## src/rtl/window_buffer_v3_pkg.sv

```systemverilog
// Shared types and elaboration helpers for the window buffer.
// coord_t is wide enough for slot pointers and stride phases at any supported geometry.
package window_buffer_pkg;

   typedef logic [15:0] coord_t;

   function automatic int n_windows(input int w, input int h, input int k, input int s);
      return ((w - k) / s + 1) * ((h - k) / s + 1);
   endfunction

   function automatic bit is_stride_aligned(input int w, input int h, input int k, input int s);
      return (s > 0) && (((w - k) % s) == 0) && (((h - k) % s) == 0);
   endfunction

endpackage

```

## src/rtl/window_buffer_v3_if.sv

```systemverilog
// Pixel-in / window-out handshake bundle; WINDOW_BUFFER_COORD_EN adds window top-left coordinates.
// slave = window buffer side, master = pixel source plus window consumer.
interface window_buffer_v3_if #(
   parameter int K_KERNEL = 3,
   parameter int BWD      = 8,
   parameter int N_CH     = 1
`ifdef WINDOW_BUFFER_COORD_EN
   ,
   parameter int CW       = 3,
   parameter int RW       = 3
`endif
);
   logic [N_CH-1:0][BWD-1:0]                             i_data;
   logic                                                 i_data_valid;
   logic                                                 i_data_ready;
   logic [K_KERNEL-1:0][K_KERNEL-1:0][N_CH-1:0][BWD-1:0] o_window;
   logic                                                 o_window_valid;
   logic                                                 o_window_ready;
   logic                                                 o_window_end;
`ifdef WINDOW_BUFFER_COORD_EN
   logic [CW-1:0]                                        o_win_col;
   logic [RW-1:0]                                        o_win_row;

   modport slave (
      input  i_data, i_data_valid, o_window_ready,
      output i_data_ready, o_window, o_window_valid, o_window_end, o_win_col, o_win_row
   );
   modport master (
      output i_data, i_data_valid, o_window_ready,
      input  i_data_ready, o_window, o_window_valid, o_window_end, o_win_col, o_win_row
   );
`else
   modport slave (
      input  i_data, i_data_valid, o_window_ready,
      output i_data_ready, o_window, o_window_valid, o_window_end
   );
   modport master (
      output i_data, i_data_valid, o_window_ready,
      input  i_data_ready, o_window, o_window_valid, o_window_end
   );
`endif
endinterface

```

## src/rtl/window_buffer_v3_line_ram.sv

```systemverilog
// One image row of pixel storage: synchronous write, asynchronous read (old data on same-address write).
// No latency on read; no flow control, the owner gates i_we.
module window_line_ram #(
   parameter int DEPTH = 8,
   parameter int N_CH  = 1,
   parameter int BWD   = 8
) (
   input  logic                       clk,
   input  logic                       i_we,
   input  logic [$clog2(DEPTH)-1:0]   i_waddr,
   input  logic [N_CH-1:0][BWD-1:0]   i_wdata,
   input  logic [$clog2(DEPTH)-1:0]   i_raddr,
   output logic [N_CH-1:0][BWD-1:0]   o_rdata
);
   logic [N_CH-1:0][BWD-1:0] r_mem [DEPTH];

   always_ff @(posedge clk) begin
      if (i_we) r_mem[i_waddr] <= i_wdata;
   end

   assign o_rdata = r_mem[i_raddr];
endmodule

```

## src/rtl/window_buffer_v3.sv

```systemverilog
// Raster pixels in, K x K x N_CH strided windows out (WINDOW_BUFFER_COORD_EN adds top-left coords); window valid 1 cycle
// after its completing pixel; i_data_ready = !o_window_valid || o_window_ready, so no pixel enters while a window stalls.
module window_buffer_v3
   import window_buffer_pkg::*;
#(
   parameter int IMG_W    = 8,
   parameter int IMG_H    = 8,
   parameter int K_KERNEL = 3,
   parameter int BWD      = 8,
   parameter int N_CH     = 1,
   parameter int STRIDE   = 1
) (
   input  logic              clk,
   input  logic              clear_n,
   window_buffer_v3_if.slave io_bus
);
   localparam int CW = $clog2(IMG_W);
   localparam int RW = $clog2(IMG_H);
   localparam logic [CW-1:0] C_LAST    = CW'(IMG_W - 1);
   localparam logic [CW-1:0] C_K       = CW'(K_KERNEL - 1);
   localparam logic [RW-1:0] R_LAST    = RW'(IMG_H - 1);
   localparam logic [RW-1:0] R_K       = RW'(K_KERNEL - 1);
   localparam coord_t        SLOT_LAST = coord_t'(K_KERNEL - 2);
   localparam coord_t        S_LAST    = coord_t'(STRIDE - 1);

   typedef logic [N_CH-1:0][BWD-1:0] pix_t;

   if (!is_stride_aligned(IMG_W, IMG_H, K_KERNEL, STRIDE)) begin : g_bad_stride
      $fatal(1, "window_buffer_v3: (IMG_W-K_KERNEL) and (IMG_H-K_KERNEL) must be multiples of STRIDE");
   end

   logic [CW-1:0] r_col, w_col_nxt;
   logic [RW-1:0] r_row, w_row_nxt;
   coord_t        r_slot, w_slot_nxt, r_sc, w_sc_nxt, r_rc, w_rc_nxt;
   logic          w_rdy, w_acc, w_win, w_last;
   logic          r_vld, r_end;
   logic [K_KERNEL-1:0][K_KERNEL-1:0][N_CH-1:0][BWD-1:0] r_win;
   logic [K_KERNEL-1:0][N_CH-1:0][BWD-1:0]               w_newcol;
   pix_t          w_rd [K_KERNEL-1];

   assign w_rdy  = !r_vld || io_bus.o_window_ready;
   assign w_acc  = io_bus.i_data_valid && w_rdy;
   assign w_win  = (r_row >= R_K) && (r_col >= C_K) && (r_sc == '0) && (r_rc == '0);
   assign w_last = (r_col == C_LAST) && (r_row == R_LAST);

   for (genvar gi = 0; gi < K_KERNEL - 1; gi++) begin : g_line
      window_line_ram #(.DEPTH(IMG_W), .N_CH(N_CH), .BWD(BWD)) u_ram (
         .clk     (clk),
         .i_we    (w_acc && (r_slot == coord_t'(gi))),
         .i_waddr (r_col),
         .i_wdata (io_bus.i_data),
         .i_raddr (r_col),
         .o_rdata (w_rd[gi])
      );
   end

   // Right column, oldest row first: element j lives in slot (r_slot + j) mod (K-1).
   always_comb begin
      w_newcol = '0;
      for (int j = 0; j < K_KERNEL - 1; j++) begin
         for (int s = 0; s < K_KERNEL - 1; s++) begin
            if (r_slot == coord_t'((s - j + K_KERNEL - 1) % (K_KERNEL - 1))) w_newcol[j] = w_rd[s];
         end
      end
      w_newcol[K_KERNEL-1] = io_bus.i_data;
   end

   always_comb begin
      w_col_nxt  = r_col + CW'(1);
      w_row_nxt  = r_row;
      w_slot_nxt = r_slot;
      w_rc_nxt   = r_rc;
      if (r_col == C_LAST) begin
         w_col_nxt = '0;
         if (r_row == R_LAST) begin
            w_row_nxt  = '0;
            w_slot_nxt = '0;
         end else begin
            w_row_nxt  = r_row + RW'(1);
            w_slot_nxt = (r_slot == SLOT_LAST) ? '0 : r_slot + coord_t'(1);
         end
         w_rc_nxt = ((w_row_nxt == R_K) || (r_rc == S_LAST)) ? '0 : r_rc + coord_t'(1);
      end
      w_sc_nxt = ((w_col_nxt == C_K) || (r_sc == S_LAST)) ? '0 : r_sc + coord_t'(1);
   end

   always_ff @(posedge clk or negedge clear_n) begin
      if (!clear_n) begin
         r_col  <= '0;
         r_row  <= '0;
         r_slot <= '0;
         r_sc   <= '0;
         r_rc   <= '0;
      end else if (w_acc) begin
         r_col  <= w_col_nxt;
         r_row  <= w_row_nxt;
         r_slot <= w_slot_nxt;
         r_sc   <= w_sc_nxt;
         r_rc   <= w_rc_nxt;
      end
   end

`ifdef WINDOW_BUFFER_COORD_EN
   logic [CW-1:0] r_wcol;
   logic [RW-1:0] r_wrow;
`endif

   always_ff @(posedge clk or negedge clear_n) begin
      if (!clear_n) begin
         r_vld  <= 1'b0;
         r_end  <= 1'b0;
`ifdef WINDOW_BUFFER_COORD_EN
         r_wcol <= '0;
         r_wrow <= '0;
`endif
      end else if (w_acc && w_win) begin
         r_vld  <= 1'b1;
         r_end  <= w_last;
`ifdef WINDOW_BUFFER_COORD_EN
         r_wcol <= r_col - C_K;
         r_wrow <= r_row - R_K;
`endif
      end else if (io_bus.o_window_ready) begin
         r_vld  <= 1'b0;
         r_end  <= 1'b0;
      end
   end

   // Window register shifts on every accepted pixel; acceptance is blocked while a window stalls.
   always_ff @(posedge clk) begin
      if (w_acc) begin
         for (int r = 0; r < K_KERNEL; r++) begin
            for (int c = 0; c < K_KERNEL - 1; c++) r_win[r][c] <= r_win[r][c+1];
            r_win[r][K_KERNEL-1] <= w_newcol[r];
         end
      end
   end

   assign io_bus.i_data_ready   = w_rdy;
   assign io_bus.o_window       = r_win;
   assign io_bus.o_window_valid = r_vld;
   assign io_bus.o_window_end   = r_end;
`ifdef WINDOW_BUFFER_COORD_EN
   assign io_bus.o_win_col      = r_wcol;
   assign io_bus.o_win_row      = r_wrow;
`endif
endmodule

```

## src/flat_wrapper.sv

```systemverilog
// flat-port wrapper written by rule: the top's interface ports become plain ports
module window_buffer_v3_flat import window_buffer_pkg::*;
#(
   parameter int IMG_W    = 8,
   parameter int IMG_H    = 8,
   parameter int K_KERNEL = 3,
   parameter int BWD      = 8,
   parameter int N_CH     = 1,
   parameter int STRIDE   = 1
)
  (clk, clear_n, io_bus_i_data, io_bus_i_data_valid, io_bus_o_window_ready, io_bus_i_data_ready, io_bus_o_window, io_bus_o_window_valid, io_bus_o_window_end);
  window_buffer_v3_if #(.K_KERNEL(K_KERNEL), .BWD(BWD), .N_CH(N_CH)) io_bus_i ();
  input  logic clk;
  input  logic clear_n;
  input wire logic [$bits(io_bus_i.i_data)-1:0] io_bus_i_data;
  input wire logic [$bits(io_bus_i.i_data_valid)-1:0] io_bus_i_data_valid;
  input wire logic [$bits(io_bus_i.o_window_ready)-1:0] io_bus_o_window_ready;
  output wire logic [$bits(io_bus_i.i_data_ready)-1:0] io_bus_i_data_ready;
  output wire logic [$bits(io_bus_i.o_window)-1:0] io_bus_o_window;
  output wire logic [$bits(io_bus_i.o_window_valid)-1:0] io_bus_o_window_valid;
  output wire logic [$bits(io_bus_i.o_window_end)-1:0] io_bus_o_window_end;
  assign io_bus_i.i_data = io_bus_i_data;
  assign io_bus_i.i_data_valid = io_bus_i_data_valid;
  assign io_bus_i.o_window_ready = io_bus_o_window_ready;
  assign io_bus_i_data_ready = io_bus_i.i_data_ready;
  assign io_bus_o_window = io_bus_i.o_window;
  assign io_bus_o_window_valid = io_bus_i.o_window_valid;
  assign io_bus_o_window_end = io_bus_i.o_window_end;
  window_buffer_v3 #(.IMG_W(IMG_W), .IMG_H(IMG_H), .K_KERNEL(K_KERNEL), .BWD(BWD), .N_CH(N_CH), .STRIDE(STRIDE)) u_core (.clk(clk), .clear_n(clear_n), .io_bus(io_bus_i));
endmodule
```

## config.mk

```make
export PLATFORM = sky130hd
export DESIGN_NAME = window_buffer_v3_flat
export DESIGN_NICKNAME = d
export VERILOG_FILES = /design/src/rtl/window_buffer_v3_pkg.sv /design/src/rtl/window_buffer_v3_if.sv /design/src/rtl/window_buffer_v3_line_ram.sv /design/src/rtl/window_buffer_v3.sv /design/src/flat_wrapper.sv
export SDC_FILE = /design/constraint.sdc
export NUM_CORES = 1
export LEC_CHECK = 0
export CAP_MARGIN = 5
export CORE_ASPECT_RATIO = 1.25
export CORE_MARGIN = 5
export CORE_UTILIZATION = 25
export CTS_CLUSTER_DIAMETER = 150
export DETAILED_ROUTE_END_ITERATION = 6
export PLACE_DENSITY_LB_ADDON = 0.12
export SLEW_MARGIN = 30
export SYNTH_ARGS = -nofsm -noshare
export SYNTH_HDL_FRONTEND = slang
export SYNTH_SLANG_ARGS = --single-unit
```

## constraint.sdc

```tcl
create_clock -name clk -period 4.7 [get_ports clk]
set_input_delay 1.175 -clock clk [delete_from_list [all_inputs] [get_ports clk]]
set_output_delay 1.175 -clock clk [all_outputs]
set_load 0.03 [all_outputs]
```

=== Word level (Yosys, flattened, before mapping) ===
Memory sizes are Yosys's and may differ from the RTL's.
Cells that the tools add are included.

* Memories kept: 2
* Bits in writable memories: 128
* Memory bits (read-only): 0
* Logic and storage cells: 65
* Input bits: 12
* Output and inout bits: 75
* Latch bits: 0
* Bits in registers: 128

* Multiplexer cells: 18
* Div/mod/pow operators: 0
* $add $sub $neg: 5
* $lt $le $gt $ge: 2
* Reductions and logical operators: 17
* Eq/ne operators: 5
* Bitwise gates (word level): 0
* Shifts and indexed selects: 0
* Multiply operators: 0

{| class="wikitable"
|+ Memory list
! memory !! depth !! bits a word !! read ports !! clocked after Yosys merged registers in !! wr ports !! line !! RTL
|-
| u_core.g_line[0].u_ram.r_mem || 8 || 8 || 1 || 0 || 1 || window_buffer_v3_line_ram.sv:15 || <nowiki>logic [N_CH-1:0][BWD-1:0] r_mem [DEPTH];</nowiki>
|-
| u_core.g_line[1].u_ram.r_mem || 8 || 8 || 1 || 0 || 1 || window_buffer_v3_line_ram.sv:15 ||
|}

{| class="wikitable"
|+ Operators by type and width
! cell !! number
|-
| $mux W16 || 4
|-
| $add A16 B1 Y16 const B || 3
|-
| $logic_not A16 Y1 || 3
|-
| $mux W8 || 4
|-
| $eq A16 B1 Y1 const B || 1
|-
| $mux W3 || 3
|-
| $logic_and A1 B1 Y1 || 8
|-
| $mux W1 || 7
|-
| $add A3 B1 Y3 const B || 2
|-
| $eq A3 B2 Y1 const B || 2
|-
| $eq A3 B3 Y1 const B || 2
|-
| $ge A3 B2 Y1 const B || 2
|-
| $logic_or A1 B1 Y1 || 3
|-
| $reduce_and A2 Y1 || 1
|-
| $reduce_bool A2 Y1 || 1
|-
| $logic_not A1 Y1 || 1
|}

=== Longest topological paths before layout ===
* Word-level depth: 6
* Gate-level depth with buffers: 9

=== Cells and area by module ===
From an unflattened synthesis, not the netlist that was laid out.

* Cell total of the unflattened synthesis: 678
* Area, all modules: 10,669.0 um^2

{| class="wikitable"
|+ Modules (own cells, without submodules)
! module !! sequential area each (um^2) !! times used !! cells each !! area each (um^2)
|-
| window_buffer_v3 || 3,563.4 || 1 || 466 || 5,606.6
|-
| window_line_ram || 1,921.8 || 2 || 106 || 2,531.2
|}

=== Worst setup path before layout ===
No wires, ideal clock.

* Path type: input to register
* Start: input io_bus_o_window_ready
* End: memory u_core.g_line[0].u_ram.r_mem[2][0] in the netlist's numbering (enable)
* Buffers on the path: 0
* Arrival time: 4,201 ps
* Setup slack: 194 ps
* Cell stages on the path: 6
* Cell sequence: nor2b_1 inv_1 nand2_1 clkinv_1 nand2_1 nor3_1

* Cells in the longest elaborated chain, start to end: 5

{| class="wikitable"
|+ RTL lines
! item !! line !! RTL
|-
| start, declared || flat_wrapper.sv:17 || <nowiki>input wire logic [$bits(io_bus_i.o_window_ready)-1:0] io_bus_o_window_ready;</nowiki>
|-
| $logic_or A1 B1 Y1 || window_buffer_v3.sv:41 || <nowiki>assign w_rdy = !r_vld || io_bus.o_window_ready;</nowiki>
|-
| net io_bus_i_data_ready || flat_wrapper.sv:18 || <nowiki>output wire logic [$bits(io_bus_i.i_data_ready)-1:0] io_bus_i_data_ready;</nowiki>
|-
| $logic_and A1 B1 Y1 || window_buffer_v3.sv:42 || <nowiki>assign w_acc = io_bus.i_data_valid && w_rdy;</nowiki>
|-
| $logic_and A1 B1 Y1 || window_buffer_v3.sv:49 || <nowiki>.i_we (w_acc && (r_slot == coord_t'(gi))),</nowiki>
|-
| $mux W1 || window_buffer_v3_line_ram.sv:18 || <nowiki>if (i_we) r_mem[i_waddr] <= i_wdata;</nowiki>
|-
| $mux W1 (implied by the code) || window_buffer_v3_line_ram.sv:18 ||
|-
| end, declared || window_buffer_v3_line_ram.sv:15 ||
|}

The timed path passes the listed nets, and every way through them passes these cells.

=== Worst setup path after layout ===
* Start: input io_bus_o_window_ready
* End: output io_bus_i_data_ready

* Cells in the longest elaborated chain, start to end: 1

{| class="wikitable"
|+ RTL lines
! item !! line
|-
| $logic_or A1 B1 Y1 || window_buffer_v3.sv:41
|-
| end, declared || flat_wrapper.sv:18
|}

Every way passes these cells.

==> results.cfg <==
[status]
status = finished, final reports clean

[sta]
min_period_ps = 3790
timing_hold_violations_final = 0
slew_violations = 0
fmax_mhz = 264
rsz0062_at_grt = false
finalSetupTns_ps = 0
tightest_slew_ps = 837
relSlewSlack_pct = 43.7
clock_skew_ps = 12.5
fin_crit_sh_pct = 80.6
finalSetupViolations = 0

[cts]
insertion_delay_ps = 540
htreeDepth = 1
cts-resized-gates = 0
cts_setup_buffers = 0
cts_tree = yes
hold_buffers = 0
clock_path_buffers = 3
cts.sinks = 256
numCtsBuffers = 27
clk_pin_slew_ps = 60
cts_root_buf = clkbuf_16

[worst_setup_path]
reg2reg_from = u_core.r_slot[8]
cp.required_ps = 3520
r2r_cells = 4
path_max_fanout = 5
r2r-end = u_core.g_line[1].u_ram.r_mem[4][0]
critPathKind = in2out
startpoint_type = primary input
endpoint_kind = output port
reg2reg_slack_ps = 1810
crit_arrival_ps = 2610

[synth]
synth_top_area_share_pct = 57.5
synth.area.top_cells = edfxtp_1, dfrtp_1, nand2_1, mux4_2, mux2i_1
synth_common_cells = edfxtp_1, dfrtp_1, nand2_1, nor2_1, o21ai_0
ys_ff_latch = 256
avgSynthCellArea_um2 = 14.3
async_flop_share_pct = 21.9
postSynthCellCount = 729
synth-main-ff-cell = edfxtp_1
syn_area_mm2 = 0.0105
synth_edf_count = 200
yosysSeqAreaShare_pct = 70.9
synth_nets = 753
synth_most_common_cell = edfxtp_1
synthDistinctLibCells = 61
synth.largest_area_cell = edfxtp_1
yosysWarnings = 0

[route]
via_count = 6444
wl_per_cell_um = 18.6
dr.pass1.iters = 6
drt_wl_total_um = 26300
via_per_inst = 4.57
ant_nets = 0
drt_iter0_markers = 376
drc_errors = 0

[final_layout]
final_area_mm2 = 0.0130
nNetsFinal = 861
multi_input_area_mm2 = 0.00286
antenna_cells = 0
seq_area_mm2 = 0.00741
nFillCells = 4082
drive_gt1_share_pct = 12.0
area_growth_pct = 24.0

[placed_design]
dpl_cell_area_mm2 = 0.0121
dp_hpwl_um = 17400
portBuffers = 86
gp_congestion = 0.723

[die]
rows = 83
dieArea_mm2 = 0.0460
die_h_um = 239
die_x_um = 193
ios = 87
coreArea_mm2 = 0.0412
start_util_pct = 25.4

[grt]
grt_util_met2_pct = 18.7
gr-usage-all-layers_pct = 11.2
gr-usage-met3_pct = 2.07
grt_max_degree = 47
grt_util_met1_pct = 14.9
grt_pass1_wl_um = 40200
first_global_vias = 6516
grt.busiest_layer = met2
antenna_found_initial = 0
grt.overflow.total = 0

[pwr]
p_leak_nw = 4.45
p_per_area_mw_per_mm2 = 474
ir_worst_vdd_mv = 0.280

[min_path]
hp-start = u_core.io_bus.o_window[21]
worstHoldPathCells = 0
hold_path_class = reg2reg
hold_path_end = u_core.io_bus.o_window[13]

[flow_run]
maxCapViolCount = 0
-- how the worst max path moves through the flow --
stage / endpoint / slack, ps / startpoint
detailed placement: io_bus_i_data_ready / 890 / io_bus_o_window_ready
floorplan: u_core.g_line[0].u_ram.r_mem[2][0] / 190 / io_bus_o_window_ready
CTS: io_bus_i_data_ready / 880 / io_bus_o_window_ready
finish: io_bus_i_data_ready / 910 / io_bus_o_window_ready
global placement: io_bus_i_data_ready / 930 / io_bus_o_window_ready
global route: io_bus_i_data_ready / 790 / io_bus_o_window_ready
-- state kept, by name (all words and copies together) (netlist names) --
register,cells
u_core.io_bus.o_window_valid,1
u_core.r_slot,16
u_core.r_sc,16
u_core.g_line.u_ram.r_mem,128
u_core.io_bus.o_window_end,1
u_core.r_col,3
u_core.r_row,3
u_core.r_rc,16
u_core.io_bus.o_window,72
-- cells by family (layout without fill, tap and decap cells) --
group                    Yosys count  in the layout  share of synthesized area, %
multiplexers                      31             31                          4.00
flip-flops                       256            256                          70.9
AO/OA/AOI/OAI                    132            132                          8.69
adder cells (fa/ha/maj)           12             12                          1.44
buffers and inverters             58            186                          2.47
AND/OR/NAND/NOR                  225            225                          11.3
XOR/XNOR                          15             15                          1.26
-- layout make-up --
class | instances | area share (%)
flip-flops and latches | 256 | 57.2
multi-input cells | 415 | 22.0
repair buffers | 112 | 8.28
clock buffers | 36 | 5.79
well taps | 552 | 5.33
inverters | 25 | 0.734
clock inverters | 13 | 0.676
-- layout by cell type (no fill, tap or decap), drive strengths merged, types with 6 or more instances in the layout --
cell type      Yosys  layout
a21oi             13      13
a221oi            12      12
a22o               8       8
and4               6       6
buf               20      27
clkbuf            13      36
clkdlybuf4s50      0      85
clkinv             1      12
dfrtp             56      56
edfxtp           200     200
ha                12      12
inv               24      25
mux2               6       6
mux2i             17      17
mux4               8       8
nand2             54      54
nand2b             7       7
nand3             28      28
nand4              9       9
nor2              38      38
nor2b              9       9
nor3              23      23
nor4              20      20
o21ai             38      38
o221ai            10      10
o22ai             16      16
o31ai             11      11
or3                9       9
xnor2             10      10
-- power by group --
group	switching [mW]	total, mW	internal (mW)	leakage, nW
logic	0.862	1.35	0.486	1.46
registers	0.164	2.75	2.59	2.58
clock network	0.873	2.04	1.17	0.416
-- routing by layer --
layer | wire length [µm] | up-vias
li1 | - | 3043
met1 | 11700 | 3234
met2 | 12700 | 145
met3 | 1410 | 22
met4 | 476 | 0
met5 | 0 | -
-- critical path, cell delays in order --
cell and delay (ps):
clkdlybuf4s50_1 420, nor2b_1 290, inv_1 120, clkdlybuf4s50_1 610
-- stage by stage --
step / hold WS, ps / utilization, % / setup WS, ps / total power [mW] / instances
floorplan: 467 / - / 194 / 3.66 / 729
global placement: 431 / 29.3 / 933 / 4.16 / 1359
detailed placement: 433 / 29.4 / 889 / 4.17 / 1360
CTS: 448 / 31.4 / 879 / 6.26 / 1409
global route: 461 / 31.4 / 786 / 6.48 / 1409
finish: 446 / 31.4 / 910 / 6.15 / 1409
(Power assumes the default switching activity.)
